<file path="config.mk">
export PLATFORM = sky130hd
export DESIGN_NAME = uart_tx_serializer
export DESIGN_NICKNAME = d
export VERILOG_FILES = /design/src/rtl/uart_pkg.sv /design/src/rtl/uart_baud_gen.sv /design/src/rtl/uart_tx_serializer.sv
export SDC_FILE = /design/constraint.sdc
export NUM_CORES = 1
export LEC_CHECK = 0
export ABC_AREA = 1
export CORE_MARGIN = 2
export CORE_UTILIZATION = 60
export DETAILED_ROUTE_END_ITERATION = 10
export PLACE_DENSITY = 0.88
export SETUP_SLACK_MARGIN = 0.1
export SYNTH_ARGS = -nofsm -noshare
export SYNTH_HDL_FRONTEND = slang
export SYNTH_SLANG_ARGS = --single-unit
</file>
<file path="constraint.sdc">
create_clock -name clk -period 4.65 [get_ports clk]
set_input_delay 0.6975 -clock clk [delete_from_list [all_inputs] [get_ports clk]]
set_output_delay 0.6975 -clock clk [all_outputs]
set_load 0.01 [all_outputs]
</file>
<file path="src/rtl/uart_pkg.sv">
// uart_pkg: definitions shared by the UART transmitter and receiver.
// Holds the frame state encoding, parity codes and the bit-period helper.
package uart_pkg;

    typedef enum logic [2:0] {
        ST_IDLE   = 3'd0,
        ST_START  = 3'd1,
        ST_DATA   = 3'd2,
        ST_PARITY = 3'd3,
        ST_STOP   = 3'd4
    } uart_state_e;

    localparam int PAR_NONE = 0;
    localparam int PAR_ODD  = 1;
    localparam int PAR_EVEN = 2;

    // Clock cycles per bit, truncated toward zero.
    function automatic int clks_per_bit(
        input int clk_freq,
        input int baud
    );
        return clk_freq / baud;
    endfunction

endpackage

</file>
<file path="src/rtl/uart_baud_gen.sv">
// uart_baud_gen: bit-period counter with a one-cycle bit_end strobe.
// Ports: clk_i, rst_ni (sync, active low), restart_i, bit_end_o.
module uart_baud_gen #(
    parameter int CPB = 434
) (
    input  logic clk_i,
    input  logic rst_ni,
    input  logic restart_i,
    output logic bit_end_o
);

    localparam int CW = (CPB > 1) ? $clog2(CPB) : 1;
    localparam logic [CW-1:0] LAST = CW'(CPB - 1);

    logic [CW-1:0] cnt_q;
    logic [CW-1:0] cnt_d;

    // Restart lines the count up with the first start-bit cycle.
    always_comb begin
        cnt_d = cnt_q + CW'(1);
        if (restart_i || cnt_q == LAST) begin
            cnt_d = '0;
        end
    end

    always_ff @(posedge clk_i) begin
        if (!rst_ni) begin
            cnt_q <= '0;
        end else begin
            cnt_q <= cnt_d;
        end
    end

    assign bit_end_o = (cnt_q == LAST);

endmodule

</file>
<file path="src/rtl/uart_tx_serializer.sv">
// uart_tx_serializer: UART transmitter, start/data(LSB first)/parity/stop.
// Ports: clk, rst (sync, active low), tx_data/tx_valid/tx_ready in,
//        tx_pin (registered, idle high), tx_busy, tx_done (1-cycle pulse).
module uart_tx_serializer
    import uart_pkg::*;
#(
    parameter int CLK_FREQ  = 50_000_000,
    parameter int BAUD      = 115_200,
    parameter int DATA_BITS = 8,
    parameter int PARITY    = 0,
    parameter int STOP_BITS = 1
) (
    input  logic                 clk,
    input  logic                 rst,
    input  logic [DATA_BITS-1:0] tx_data,
    input  logic                 tx_valid,
    output logic                 tx_ready,
    output logic                 tx_pin,
    output logic                 tx_busy,
    output logic                 tx_done
);

    localparam int CPB = clks_per_bit(CLK_FREQ, BAUD);
    localparam int IW  = $clog2(DATA_BITS);
    localparam logic [IW-1:0] LAST_DATA = IW'(DATA_BITS - 1);
    localparam logic [IW-1:0] LAST_STOP = IW'(STOP_BITS - 1);

    if (CPB < 2) begin : g_cpb_chk
        $error("uart_tx_serializer: CLK_FREQ/BAUD below 2");
    end
    if (DATA_BITS < 5 || DATA_BITS > 9) begin : g_db_chk
        $error("uart_tx_serializer: DATA_BITS out of 5..9");
    end
    if (PARITY < PAR_NONE || PARITY > PAR_EVEN) begin : g_par_chk
        $error("uart_tx_serializer: bad PARITY");
    end
    if (STOP_BITS < 1 || STOP_BITS > 2) begin : g_stop_chk
        $error("uart_tx_serializer: STOP_BITS not 1 or 2");
    end

    uart_state_e          state_q, state_d;
    logic [IW-1:0]        idx_q, idx_d;
    logic [DATA_BITS-1:0] data_q, data_d;
    logic                 pin_q, pin_d;
    logic                 bit_end;
    logic                 restart;
    logic                 last_stop;
    logic                 ready;
    logic                 par_bit;
    logic                 dbit;

    uart_baud_gen #(
        .CPB(CPB)
    ) u_baud (
        .clk_i    (clk),
        .rst_ni   (rst),
        .restart_i(restart),
        .bit_end_o(bit_end)
    );

    // Odd parity: data ones + parity bit is odd.
    assign par_bit = (PARITY == PAR_ODD) ? ~(^data_q) : (^data_q);

    always_comb begin
        state_d   = state_q;
        idx_d     = idx_q;
        data_d    = data_q;
        restart   = 1'b0;
        last_stop = 1'b0;
        unique case (state_q)
            ST_IDLE: begin
                idx_d = '0;
            end
            ST_START: begin
                if (bit_end) state_d = ST_DATA;
            end
            ST_DATA: begin
                if (bit_end) begin
                    if (idx_q == LAST_DATA) begin
                        idx_d   = '0;
                        state_d = (PARITY != PAR_NONE) ?
                                  ST_PARITY : ST_STOP;
                    end else begin
                        idx_d = idx_q + IW'(1);
                    end
                end
            end
            ST_PARITY: begin
                if (bit_end) state_d = ST_STOP;
            end
            ST_STOP: begin
                if (bit_end) begin
                    if (idx_q == LAST_STOP) begin
                        idx_d     = '0;
                        last_stop = 1'b1;
                        state_d   = ST_IDLE;
                    end else begin
                        idx_d = idx_q + IW'(1);
                    end
                end
            end
            default: begin
                state_d = ST_IDLE;
                idx_d   = '0;
            end
        endcase

        // Accepting in the final stop cycle chains frames with no gap.
        ready = (state_q == ST_IDLE) || last_stop;
        if (ready && tx_valid) begin
            state_d = ST_START;
            data_d  = tx_data;
            idx_d   = '0;
            restart = 1'b1;
        end

        dbit = 1'b1;
        for (int i = 0; i < DATA_BITS; i++) begin
            if (idx_d == IW'(i)) dbit = data_d[i];
        end

        // The pin is registered from the next state so it is glitch-free.
        unique case (state_d)
            ST_START:  pin_d = 1'b0;
            ST_DATA:   pin_d = dbit;
            ST_PARITY: pin_d = par_bit;
            default:   pin_d = 1'b1;
        endcase
    end

    always_ff @(posedge clk) begin
        if (!rst) begin
            state_q <= ST_IDLE;
            idx_q   <= '0;
            data_q  <= '0;
            pin_q   <= 1'b1;
        end else begin
            state_q <= state_d;
            idx_q   <= idx_d;
            data_q  <= data_d;
            pin_q   <= pin_d;
        end
    end

    assign tx_ready = ready;
    assign tx_done  = last_stop;
    assign tx_busy  = (state_q != ST_IDLE);
    assign tx_pin   = pin_q;

endmodule

</file>
# Yosys cells after proc, flatten, opt, wreduce, memory -nomap -nowiden
# Cells that the tools add are included.
# W data, S select, Z words.
# word_totals
register_bits	24
latch_bits	0
mem_bits_rw	0
rom_bits	0
in_bits	11
out_inout_bits	4
elab_cells	62
n_memories	0
# op_classes
addsub	2
multipliers	0
div	0
order_cmp	0
n_eq_ne	16
shifts	0
mux	28
n_bitwise	1
reduce_logical	10
# ops
cell	n
$mux W3	12
$eq A3 B2 Y1 const B	6
$eq A3 B3 Y1 const B	6
$pmux W3 S5	1
$mux W1	12
$add A9 B1 Y9 const B	1
$eq A3 B1 Y1 const B	3
$eq A9 B9 Y1 const B	1
$logic_not A3 Y1	3
$pmux W3 S3	1
$mux W8	1
$reduce_xor A8 Y1	1
$reduce_or A2 Y1	2
$add A3 B1 Y3 const B	1
$pmux W1 S3	1
$reduce_bool A3 Y1	1
$logic_or A1 B1 Y1	2
$logic_and A1 B1 Y1	1
$not A1 Y1	1

# Longest topological paths before layout
# Gate-level depths: netlist of the first run.
# depth
word_depth	17
ltp_mapped	17
mapped_depth_nobuf	16

# Hierarchy
# A second synthesis of the first run with hierarchy kept.
# unflattened
cells_unflattened	215
hier_area_um2	1482.7
# modules_own_cells
mod	n_inst	cells_each	area_per_inst_um2	seq_area_each_um2
uart_tx_serializer	1	150	992.2	300.3
uart_baud_gen	1	65	490.5	180.2

# Least setup slack after synthesis of the first run
# Ideal clock, no wire load.
# synth_timing
path_kind	reg2reg
startpoint	register u_baud.cnt_q[0]
endpoint	register pin_q, in the netlist tx_pin
setup_ps	115
arrival_ps	1623
required_time_ps	4535
slack_ps	2912
stages_incl_launch_ff	16
n_path_buf	1
period_less_slack_ps	1738
cell_sequence	dfxtp_1 > ha_1 > nand2_1 > inv_1 > nand2_2 > nor2_8 > nand2_4 > nand2_4 > nand2_4 > buf_6 > o21ai_2 > nand2_1 > nand3_1 > nand3_1 > nand3_1 > nand2_1
# synth_between
elab_chain_cells	16
elab_cells_between_ends	36
cone_classes	11 x eq/ne; 22 x mux; 3 x reduce/logical
# synth_rtl
element	line	source
start, declared	uart_baud_gen.sv:15	logic [CW-1:0] cnt_q;
start signal, assigned	uart_baud_gen.sv:30	cnt_q <= cnt_d;
$eq A9 B9 Y1 *	uart_baud_gen.sv:34	assign bit_end_o = (cnt_q == LAST);
$mux W1 *	uart_tx_serializer.sv:92	if (bit_end) begin
$mux W1 *	uart_tx_serializer.sv:70	unique case (state_q)
$logic_or A1 B1 Y1 *	uart_tx_serializer.sv:109	ready = (state_q == ST_IDLE) || last_stop;
net tx_ready	uart_tx_serializer.sv:17	output logic tx_ready,
$logic_and A1 B1 Y1 *	uart_tx_serializer.sv:110	if (ready && tx_valid) begin
$mux W3	uart_tx_serializer.sv:110	
$logic_not A3 Y1	uart_tx_serializer.sv:119	if (idx_d == IW'(i)) dbit = data_d[i];
$mux W1 (8 in series)	uart_tx_serializer.sv:119	
$pmux W1 S3 *	uart_tx_serializer.sv:123	unique case (state_d)
end signal, assigned	uart_tx_serializer.sv:141	pin_q <= pin_d;
end, declared	uart_tx_serializer.sv:44	logic pin_q, pin_d;
# Mark *: on every way through the listed nets, which the timed path passes. The rest lies on a longest branch.
# A chain may end at the register's enable or synchronous reset.

# Worst setup path after layout of the first run
# layout_timing
startpoint	register u_baud.cnt_q[0]
endpoint	output port tx_ready
# layout_between
elab_chain_cells	4
# layout_rtl
element	line
$eq A9 B9 Y1	uart_baud_gen.sv:34
$mux W1	uart_tx_serializer.sv:92
$mux W1	uart_tx_serializer.sv:70
$logic_or A1 B1 Y1	uart_tx_serializer.sv:109
end, declared	uart_tx_serializer.sv:17
# No other way between the ends.

==> results.sh, run 1 <==
export IMPL_irDropWorstVdd_mv=0.1844
export IMPL_combinationalPowerShare=0.230
export IMPL_yosysUniqueCellTypes=29
export IMPL_synthCells=209
export IMPL_tns_ns=0
export IMPL_crit_chain="ha_1 > nand2_1 > inv_1 > nand2_2 > nor2_8 > nand2_4 > nand2_4 > clkdlybuf4s50_1"
export IMPL_post_cts_buffers=0
export IMPL_grt_usage=0.2439
export IMPL_power_density_mw_per_mm2=262.6
export IMPL_fmax_ghz=0.3720
export IMPL_maxSlewViolCount=0
export IMPL_final_common_cell="nand2_1"
export IMPL_max_slew_margin=0.7153
export IMPL_wl_um=2985
export IMPL_holdPathEnd="u_baud.cnt_q[0]"
export IMPL_status="completed"
export IMPL_netlist_area_mm2=0.001463
export IMPL_avgSynthCellArea_um2=6.998
export IMPL_cp_max_fo=9
export IMPL_port_buffers=14
export IMPL_die_w_um=53.38
export IMPL_drc=0
export IMPL_clk_path_buf_depth=2
export IMPL_met3_usage=0.03672
export IMPL_ctsHtreeMaxLevel=1
export IMPL_ant_nets=0
export IMPL_hold_path_class="register to register"
export IMPL_drv_cap=0
export IMPL_die_area_mm2=0.002849
export IMPL_switching_share=0.2860
export IMPL_cts_hold_buf=0
export IMPL_leakagePower_uw=0.0007833
export IMPL_std_cell_rows=17
export IMPL_crit_type="register to output pin"
export IMPL_multi_input_area_um2=853.3
export IMPL_cpPeakStageDelay_ns=0.55
export IMPL_cts_resized_gates=0
export IMPL_p_int_uw=310.2
export IMPL_grt_pass1_vias=1219
export IMPL_layout_common_cells="nand2_1 (42), nor2_1 (30), inv_1 (27)"
export IMPL_reg2reg_depth=16
export IMPL_clock_skew_ns=0.002758
export IMPL_nNetsFinal=241
export IMPL_critPathSlowestCell="clkdlybuf4s50_1"
export IMPL_worst_pin_slew_ns=0.4266
export IMPL_core_mm2=0.002255
export IMPL_pre_cts_ws_ns=2.317
export IMPL_ys_ff_latch=24
export IMPL_cp_arrival_ns=1.99
export IMPL_setup_slack_ns=1.962
export IMPL_hold_viol=0
export IMPL_rr_startpoint="u_baud.cnt_q[1]"
export IMPL_grt_ovfl_total=0
export IMPL_grt_antenna_before_repair=0
export IMPL_first_pass_iters=4
export IMPL_wire_per_inst_um=11.85
export IMPL_clk_latency_ns=0.31
export IMPL_critical_path_required_ns=3.95
export IMPL_r2r_end="tx_pin"
export IMPL_path_clk_slew_ns=0.13
export IMPL_synthesis_nets=225
export IMPL_p_seq_frac=0.519
export IMPL_rsz0062_at_grt="no"
export IMPL_pwr_share_clk=0.251
export IMPL_min_path_cells=1
export IMPL_cts_tree="built"
export IMPL_r2r_slack_ns=2.63
export IMPL_min_period_ns=2.688
export IMPL_grt_max_degree=15
export IMPL_path_common_cell="nand2_4"
export IMPL_globalplace_congestion=0.8679
export IMPL_grt_pass1_wl_um=5037
export IMPL_hold_path_startpoint="u_baud.cnt_q[0]"
export IMPL_io_pins=15
export IMPL_fillers=188
export IMPL_period_share=0.5781
export IMPL_grt_use_met1=0.3137
export IMPL_vias_per_cell=5.325
export IMPL_start_util=0.6487
export IMPL_die_h_um=53.38
export IMPL_hpwl_um=2383
export IMPL_grtUsageMet2=0.4156
export IMPL_ys_seq_area_frac=0.3285
export IMPL_vias=1342
export IMPL_endpoint_kind="output pin"
export IMPL_cts_buffers=3
export IMPL_seqCellArea_um2=480.5
export IMPL_startpoint_type="register"
export IMPL_switching_power_uw=124.2
export IMPL_drive_gt1_frac=0.1161
export IMPL_cts_sink_count=24
export IMPL_finalSetupViolations=0
export IMPL_cts_root_buf="clkbuf_4"
export IMPL_busiest_layer="met2"
export IMPL_drt_initial_drc_count=37
export IMPL_antenna_cells=0
export IMPL_area_growth_pct=13.09
export IMPL_synth_warnings=0
==> metrics by stage <==
| step | power, uW | instances | instance area [um^2] | utilization | hold WS, ns |
|---|---|---|---|---|---|
| finish | 434.4 | 252 | 1654 | 0.7336 | 0.4978 |
| global route | 456.6 | 252 | 1654 | 0.7336 | 0.5170 |
| CTS | 435.6 | 252 | 1654 | 0.7336 | 0.5102 |
| detailed placement | 329.0 | 248 | 1618 | 0.7175 | 0.4782 |
| global placement | 325.3 | 248 | 1618 | 0.7175 | 0.4476 |
| floorplan | 301.3 | 209 | 1463 | - | 0.4334 |
==> kinds of logic after synthesis <==
family                     share of synthesized area
and+or+nand+nor                               0.4115
buffers and inverters                        0.08811
DFF                                           0.3285
AOI/OAI and AO/OA                            0.06330
xor gates and xnor gates                     0.06587
adders and majority gates                    0.04277
==> registers in the layout, indices dropped and copies added (netlist names) <==
register	flops
data_q	8
state_q	3
u_baud.cnt_q	9
tx_pin	1
idx_q	3
==> how the worst max path moves through the flow <==
stage / startpoint / end / slack (ns) / cells after the start
6_report: u_baud.cnt_q[0] / tx_ready / 1.96 / 8
5_1_grt: u_baud.cnt_q[0] / tx_ready / 1.83 / 8
4_1_cts: u_baud.cnt_q[0] / tx_ready / 1.95 / 8
3_5_place_dp: u_baud.cnt_q[0] / tx_ready / 2.32 / 8
3_3_place_gp: u_baud.cnt_q[0] / tx_ready / 2.34 / 8
2_1_floorplan: u_baud.cnt_q[0] / tx_pin / 2.91 / 15
==> critical path, delay by kind of cell, from the launching register on <==
family	cells	cell delay [ns]
simple gates	5	0.48
fa+ha+maj	1	0.18
flops	1	0.41
buf+inv	2	0.62
==> synthesized netlist by cell type, drive strengths merged <==
master	instances	area, um^2
nor2	33	150.2
o21ai	6	33.78
a21oi	7	35.03
nand3b	6	45.04
nand4	2	12.51
nor3	2	10.01
o211ai	1	7.510
dfxtp	24	480.5
clkbuf	1	3.750
o21bai	1	7.510
nand2	56	265.3
buf	2	16.26
inv	29	108.9
nand3	20	105.1
ha	5	62.56
xor2	6	52.55
or2	1	6.260
nor3b	1	7.510
o221ai	1	8.760
xnor2	5	43.79
==> per-layer routing <==
layer | up-vias | part of all wire | routed length [um]
met5 | - | 0 | 0
met4 | 0 | 0.0094 | 28
met3 | 4 | 0.046 | 136
met2 | 44 | 0.49 | 1453
met1 | 611 | 0.46 | 1367
li1 | 683 | - | -
==> power by group through the flow <==
stage | Sequential [uW] | Clock (uW) | Combinational, uW
2_1_floorplan | 229 | 0 | 72.1
5_1_grt | 227 | 119 | 111
3_5_place_dp | 230 | 0 | 98.9
3_3_place_gp | 229 | 0 | 96.0
4_1_cts | 225 | 110 | 99.7
6_report | 225 | 109 | 99.7
==> area by class of cell <==
type                       count  share of cell area
multi-input combinational    153              0.5159
timing repair buffer          14             0.08472
tap                           28             0.02118
inverter                      29             0.06581
clock buffer                   4             0.02194
sequential                    24              0.2905
(Power assumes the default switching activity.)
==> run 2: changes to the inputs <==
- CORE_ASPECT_RATIO: unset -> 2
- CORE_UTILIZATION: 60 -> 50
- PLACE_DENSITY: 0.88 -> 0.78
- clock period: 4.65 -> 2.2 ns (I/O delays scaled with it)
==> results.sh, run 2 (synthesis gave the netlist of run 1 again) <==
export IMPL_vias=1308
export IMPL_crit_family="compound AO/OA/AOI/OAI gates"
export IMPL_crit_type="register to register"
export IMPL_drc=0
export IMPL_grtUsageMet2=0.3554
export IMPL_path_clk_slew_ns=0.09
export IMPL_critical_path_required_ns=2.36
export IMPL_die_area_mm2=0.003400
export IMPL_rr_startpoint="u_baud.cnt_q[1]"
export IMPL_leakagePower_uw=0.0007932
export IMPL_fin_util=0.6079
export IMPL_cpPeakStageDelay_ns=0.34
export IMPL_irDropWorstVdd_mv=0.4237
export IMPL_setup_slack_ns=0.2610
export IMPL_vias_per_cell=5.170
export IMPL_path_buf_inv=3
export IMPL_reg_top3="u_baud.cnt_q: 9 flops, data_q: 8 flops"
export IMPL_cts_root_buf="clkbuf_8"
export IMPL_worst_pin_slew_ns=0.4489
export IMPL_period_share=0.8814
export IMPL_finalSetupViolations=0
export IMPL_startpoint_type="register"
export IMPL_wire_per_inst_um=11.97
export IMPL_cp_max_fo=7
export IMPL_cts_hold_buf=0
export IMPL_drive_gt1_frac=0.1339
export IMPL_pre_cts_ws_ns=0.2163
export IMPL_first_pass_iters=4
export IMPL_critPathSlowestCell="dfxtp_1"
export IMPL_grt_antenna_before_repair=0
export IMPL_port_buffers=14
export IMPL_cts_buffers=3
export IMPL_grt_pass1_wl_um=4767
export IMPL_cp_arrival_ns=2.10
export IMPL_final_common_cell="nand2_1"
export IMPL_clk_latency_ns=0.27
export IMPL_met3_usage=0.02697
export IMPL_busiest_layer="met2"
export IMPL_max_slew_margin=0.7004
export IMPL_area_growth_pct=15.14
export IMPL_grt_ovfl_total=0
export IMPL_tns_ns=0
export IMPL_core_mm2=0.002770
export IMPL_crit_chain="inv_1 > ha_1 > nand2_1 > inv_1 > nand2_2 > nor2_8 > o21ai_0 > a21oi_1 > o21ai_0 > inv_1 > o21ai_0 > a21oi_1 > nand2_1"
export IMPL_drt_initial_drc_count=22
export IMPL_hold_path_startpoint="u_baud.cnt_q[0]"
export IMPL_fillers=257
export IMPL_min_period_ns=1.939
export IMPL_drv_cap=0
export IMPL_die_h_um=80.49
export IMPL_hpwl_um=2322
export IMPL_cts_sink_count=24
export IMPL_cts_tree="built"
export IMPL_maxSlewViolCount=0
export IMPL_largest_register="u_baud.cnt_q"
export IMPL_io_pins=15
export IMPL_fmax_ghz=0.5157
export IMPL_endpoint_kind="register"
export IMPL_grt_usage=0.1839
export IMPL_die_w_um=42.25
export IMPL_std_cell_rows=27
export IMPL_wl_um=3029
export IMPL_critPathLaunch="u_baud.cnt_q[1]"
export IMPL_ctsHtreeMaxLevel=1
export IMPL_start_util=0.5280
export IMPL_ant_nets=0
export IMPL_clock_skew_ns=0.009889
export IMPL_largest_register_ffs=9
export IMPL_status="completed"
export IMPL_power_density_mw_per_mm2=562.7
export IMPL_grt_pass1_vias=1195
export IMPL_clk_path_buf_depth=2
export IMPL_globalplace_congestion=0.8503
export IMPL_hold_path_class="register to register"
export IMPL_grt_max_degree=15
export IMPL_nNetsFinal=242
export IMPL_antenna_cells=0
export IMPL_layout_common_cells="nand2_1 (42), nor2_1 (29), inv_1 (27)"
export IMPL_hold_viol=0
export IMPL_rsz0062_at_grt="yes"
export IMPL_grt_use_met1=0.1706
run 2: timing repair:
item	CTS	global route
endpoints found under the setup margin	2	2
setup buffers	0	0
resized for setup	3	6
run 2: final cells by class:
type / count / area [um^2] / area share
flip-flops and latches: 24 / 481.7 / 0.2860
multi-input cells: 153 / 874.6 / 0.5193
inverters: 29 / 108.9 / 0.06464
repair buffers: 15 / 141.4 / 0.08395
well taps: 29 / 36.28 / 0.02155
clock buffers: 3 / 41.29 / 0.02452
run 2: layer usage:
| layer | wire length, um | share of wire |
|---|---|---|
| met1 | 1161 | 0.38 |
| met2 | 1706 | 0.56 |
| met3 | 93 | 0.031 |
| met4 | 67 | 0.022 |
| met5 | 0 | 0 |
run 2: final timing paths:
kind / to / slack, ns / depth (start not counted)
setup / recovery: tx_pin / 0.26 / 13
hold / removal: u_baud.cnt_q[0] / 0.44 / 1
setup reg to reg: tx_pin / 0.26 / 13
hold reg to reg: u_baud.cnt_q[0] / 0.44 / 1
run 2: worst reg2reg max path, stage by stage (launching register included):
cell and delay (ns):
dfxtp_1 0.34, inv_1 0.06, ha_1 0.16, nand2_1 0.08, inv_1 0.07, nand2_2 0.08
nor2_8 0.14, o21ai_0 0.13, a21oi_1 0.26, o21ai_0 0.13, inv_1 0.09, o21ai_0 0.08
a21oi_1 0.15, nand2_1 0.06
run 2: through the flow:
stage | instance area [um^2] | std cells | power, uW | hold WS, ns
2_1_floorplan | 1463 | 209 | 636.9 | 0.4334
3_3_place_gp | 1627 | 250 | 693.1 | 0.4493
3_5_place_dp | 1627 | 250 | 694.1 | 0.4525
4_1_cts | 1667 | 253 | 949.4 | 0.4376
5_1_grt | 1684 | 253 | 992.0 | 0.4546
6_report | 1684 | 253 | 947.6 | 0.4378
run 2: report_power, final:
part	total (uW)	switching [uW]	leakage, uW	internal [uW]
clock network	261	138	0.0000216	123
registers	476	17.2	0.000196	459
logic	211	114	0.000575	96.3
==> run 3: changes to the inputs <==
- SKIP_CTS_REPAIR_TIMING: unset -> 1
==> results.sh, run 3 (synthesis gave the netlist of run 1 again) <==
export IMPL_hold_viol=0
export IMPL_route_met2_wl_um=1731
export IMPL_tns_ns=0
export IMPL_min_path_cells=1
export IMPL_die_w_um=42.25
export IMPL_crit_path_end="tx_pin"
export IMPL_area_growth_pct=18.48
export IMPL_fin_area_mm2=0.001733
export IMPL_fmax_ghz=0.5048
export IMPL_finalSetupViolations=0
export IMPL_endpoint_kind="register"
export IMPL_clk_path_buf_depth=2
export IMPL_cts_root_buf="clkbuf_8"
export IMPL_io_pins=15
export IMPL_cp_max_fo=5
export IMPL_drc=0
export IMPL_grt_pass1_vias=1196
export IMPL_setup_slack_ns=0.2190
export IMPL_seqCellArea_um2=481.7
export IMPL_fillers=250
export IMPL_port_buffers=14
export IMPL_core_mm2=0.002770
export IMPL_rsz0062_at_grt="no"
export IMPL_hpwl_um=2322
export IMPL_nNetsFinal=246
export IMPL_vias_per_cell=5.125
export IMPL_first_pass_iters=5
export IMPL_leakagePower_uw=0.0008338
export IMPL_std_cell_rows=27
export IMPL_cts_sink_count=24
export IMPL_die_area_mm2=0.003400
export IMPL_p_seq_frac=0.498
export IMPL_power_density_mw_per_mm2=552.4
export IMPL_pwr_share_clk=0.269
export IMPL_grt_usage=0.1839
export IMPL_grt_antenna_before_repair=0
export IMPL_hold_slack_ns=0.4379
export IMPL_critPathLaunch="u_baud.cnt_q[1]"
export IMPL_clk_latency_ns=0.27
export IMPL_grt_pass1_wl_um=4767
export IMPL_vias=1317
export IMPL_switching_power_uw=272.4
export IMPL_status="completed"
export IMPL_reg2reg_depth=14
export IMPL_p_int_uw=684.9
export IMPL_period_share=0.9005
export IMPL_switching_share=0.2845
export IMPL_pre_cts_ws_ns=0.2163
export IMPL_min_period_ns=1.981
export IMPL_drive_gt1_frac=0.1491
export IMPL_cp_arrival_ns=2.19
export IMPL_drv_cap=0
export IMPL_antenna_cells=0
export IMPL_wl_um=3123
export IMPL_ant_nets=0
export IMPL_drt_initial_drc_count=20
export IMPL_largest_register_ffs=9
export IMPL_maxSlewViolCount=0
export IMPL_worst_pin_slew_ns=0.4504
export IMPL_highest_layer="met4"
export IMPL_max_slew_margin=0.6994
export IMPL_fin_util=0.6256
export IMPL_grt_max_degree=15
export IMPL_layout_common_cells="nand2_1 (42), nor2_1 (29), inv_1 (27)"
export IMPL_hold_path_class="register to register"
export IMPL_startpoint_type="register"
export IMPL_cts_tree="built"
export IMPL_grt_ovfl_total=0
export IMPL_die_h_um=80.49
export IMPL_dr_wl_met3_um=85
export IMPL_irDropWorstVdd_mv=0.4281
export IMPL_crit_type="register to register"
export IMPL_final_common_cell="nand2_1"
export IMPL_clock_skew_ns=0.004525
export IMPL_multi_input_area_um2=889.6
export IMPL_ctsHtreeMaxLevel=1
export IMPL_globalplace_congestion=0.8503
export IMPL_post_dp_cell_area_mm2=0.001627
export IMPL_reg_top3="u_baud.cnt_q: 9 flops, data_q: 8 flops"
export IMPL_wire_per_inst_um=12.15
export IMPL_largest_register="u_baud.cnt_q"
export IMPL_rr_startpoint="u_baud.cnt_q[1]"
export IMPL_cts_buffers=3
export IMPL_r2r_slack_ns=0.22
export IMPL_start_util=0.5280
export IMPL_combinationalPowerShare=0.233
export IMPL_path_clk_slew_ns=0.08
export IMPL_wl_met1_um=1233
export IMPL_critical_path_required_ns=2.41
export IMPL_r2r_end="tx_pin"
-- run 3: cell count changes in the layout (fill, tap and decap cells not counted), sizes merged --
cell,delta
buf,+3
dlymetal6s2s,+2
clkbuf,-1
dlygate4sd2,-1
nand2,+1
-- run 3: per-layer routing --
metal  vias up  global-route usage
li1        695                   -
met1       586              0.1706
met2        28              0.3554
met3         8             0.02697
met4         0              0.1156
met5         -                   0
-- run 3: area by class of cell --
cell class / count / area share
repair buffers: 18 / 0.1011
clock buffers: 3 / 0.02383
well taps: 29 / 0.02094
multi-input cells: 154 / 0.5134
flip-flops and latches: 24 / 0.2780
inverters: 29 / 0.06282
-- run 3: worst min-delay path by stage --
stage / from / to / slack, ns
2_1_floorplan: u_baud.cnt_q[0] / u_baud.cnt_q[0] / 0.43
3_3_place_gp: u_baud.cnt_q[0] / u_baud.cnt_q[0] / 0.45
3_5_place_dp: u_baud.cnt_q[0] / u_baud.cnt_q[0] / 0.45
4_1_cts: u_baud.cnt_q[0] / u_baud.cnt_q[0] / 0.47
5_1_grt: u_baud.cnt_q[0] / u_baud.cnt_q[0] / 0.45
6_report: u_baud.cnt_q[0] / u_baud.cnt_q[0] / 0.44
-- run 3: power by group through the flow --
stage	logic, uW	clock network [uW]	registers (uW)
finish	223	258	477
floorplan	152	0	484
detailed placement	208	0	486
global route	250	277	479
CTS	209	265	476
global placement	208	0	485
-- run 3: stage by stage --
| stage | total power (uW) | std cells |
|---|---|---|
| CTS | 950.5 | 253 |
| global route | 1006 | 257 |
| detailed placement | 694.1 | 250 |
| global placement | 693.1 | 250 |
| floorplan | 636.9 | 209 |
| finish | 957.2 | 257 |
-- run 3: critical path: stages (launching register included) --
cell and delay [ns]:
dfxtp_1 0.36, inv_1 0.06, ha_1 0.19, nand2_1 0.09, inv_1 0.05, nand2_2 0.11, nor2_8 0.06, buf_4 0.14
nand2_1 0.04, o21ai_0 0.11, a21oi_1 0.36, nand3_1 0.14, nand3_1 0.10, nand3_1 0.06, nand2_1 0.05
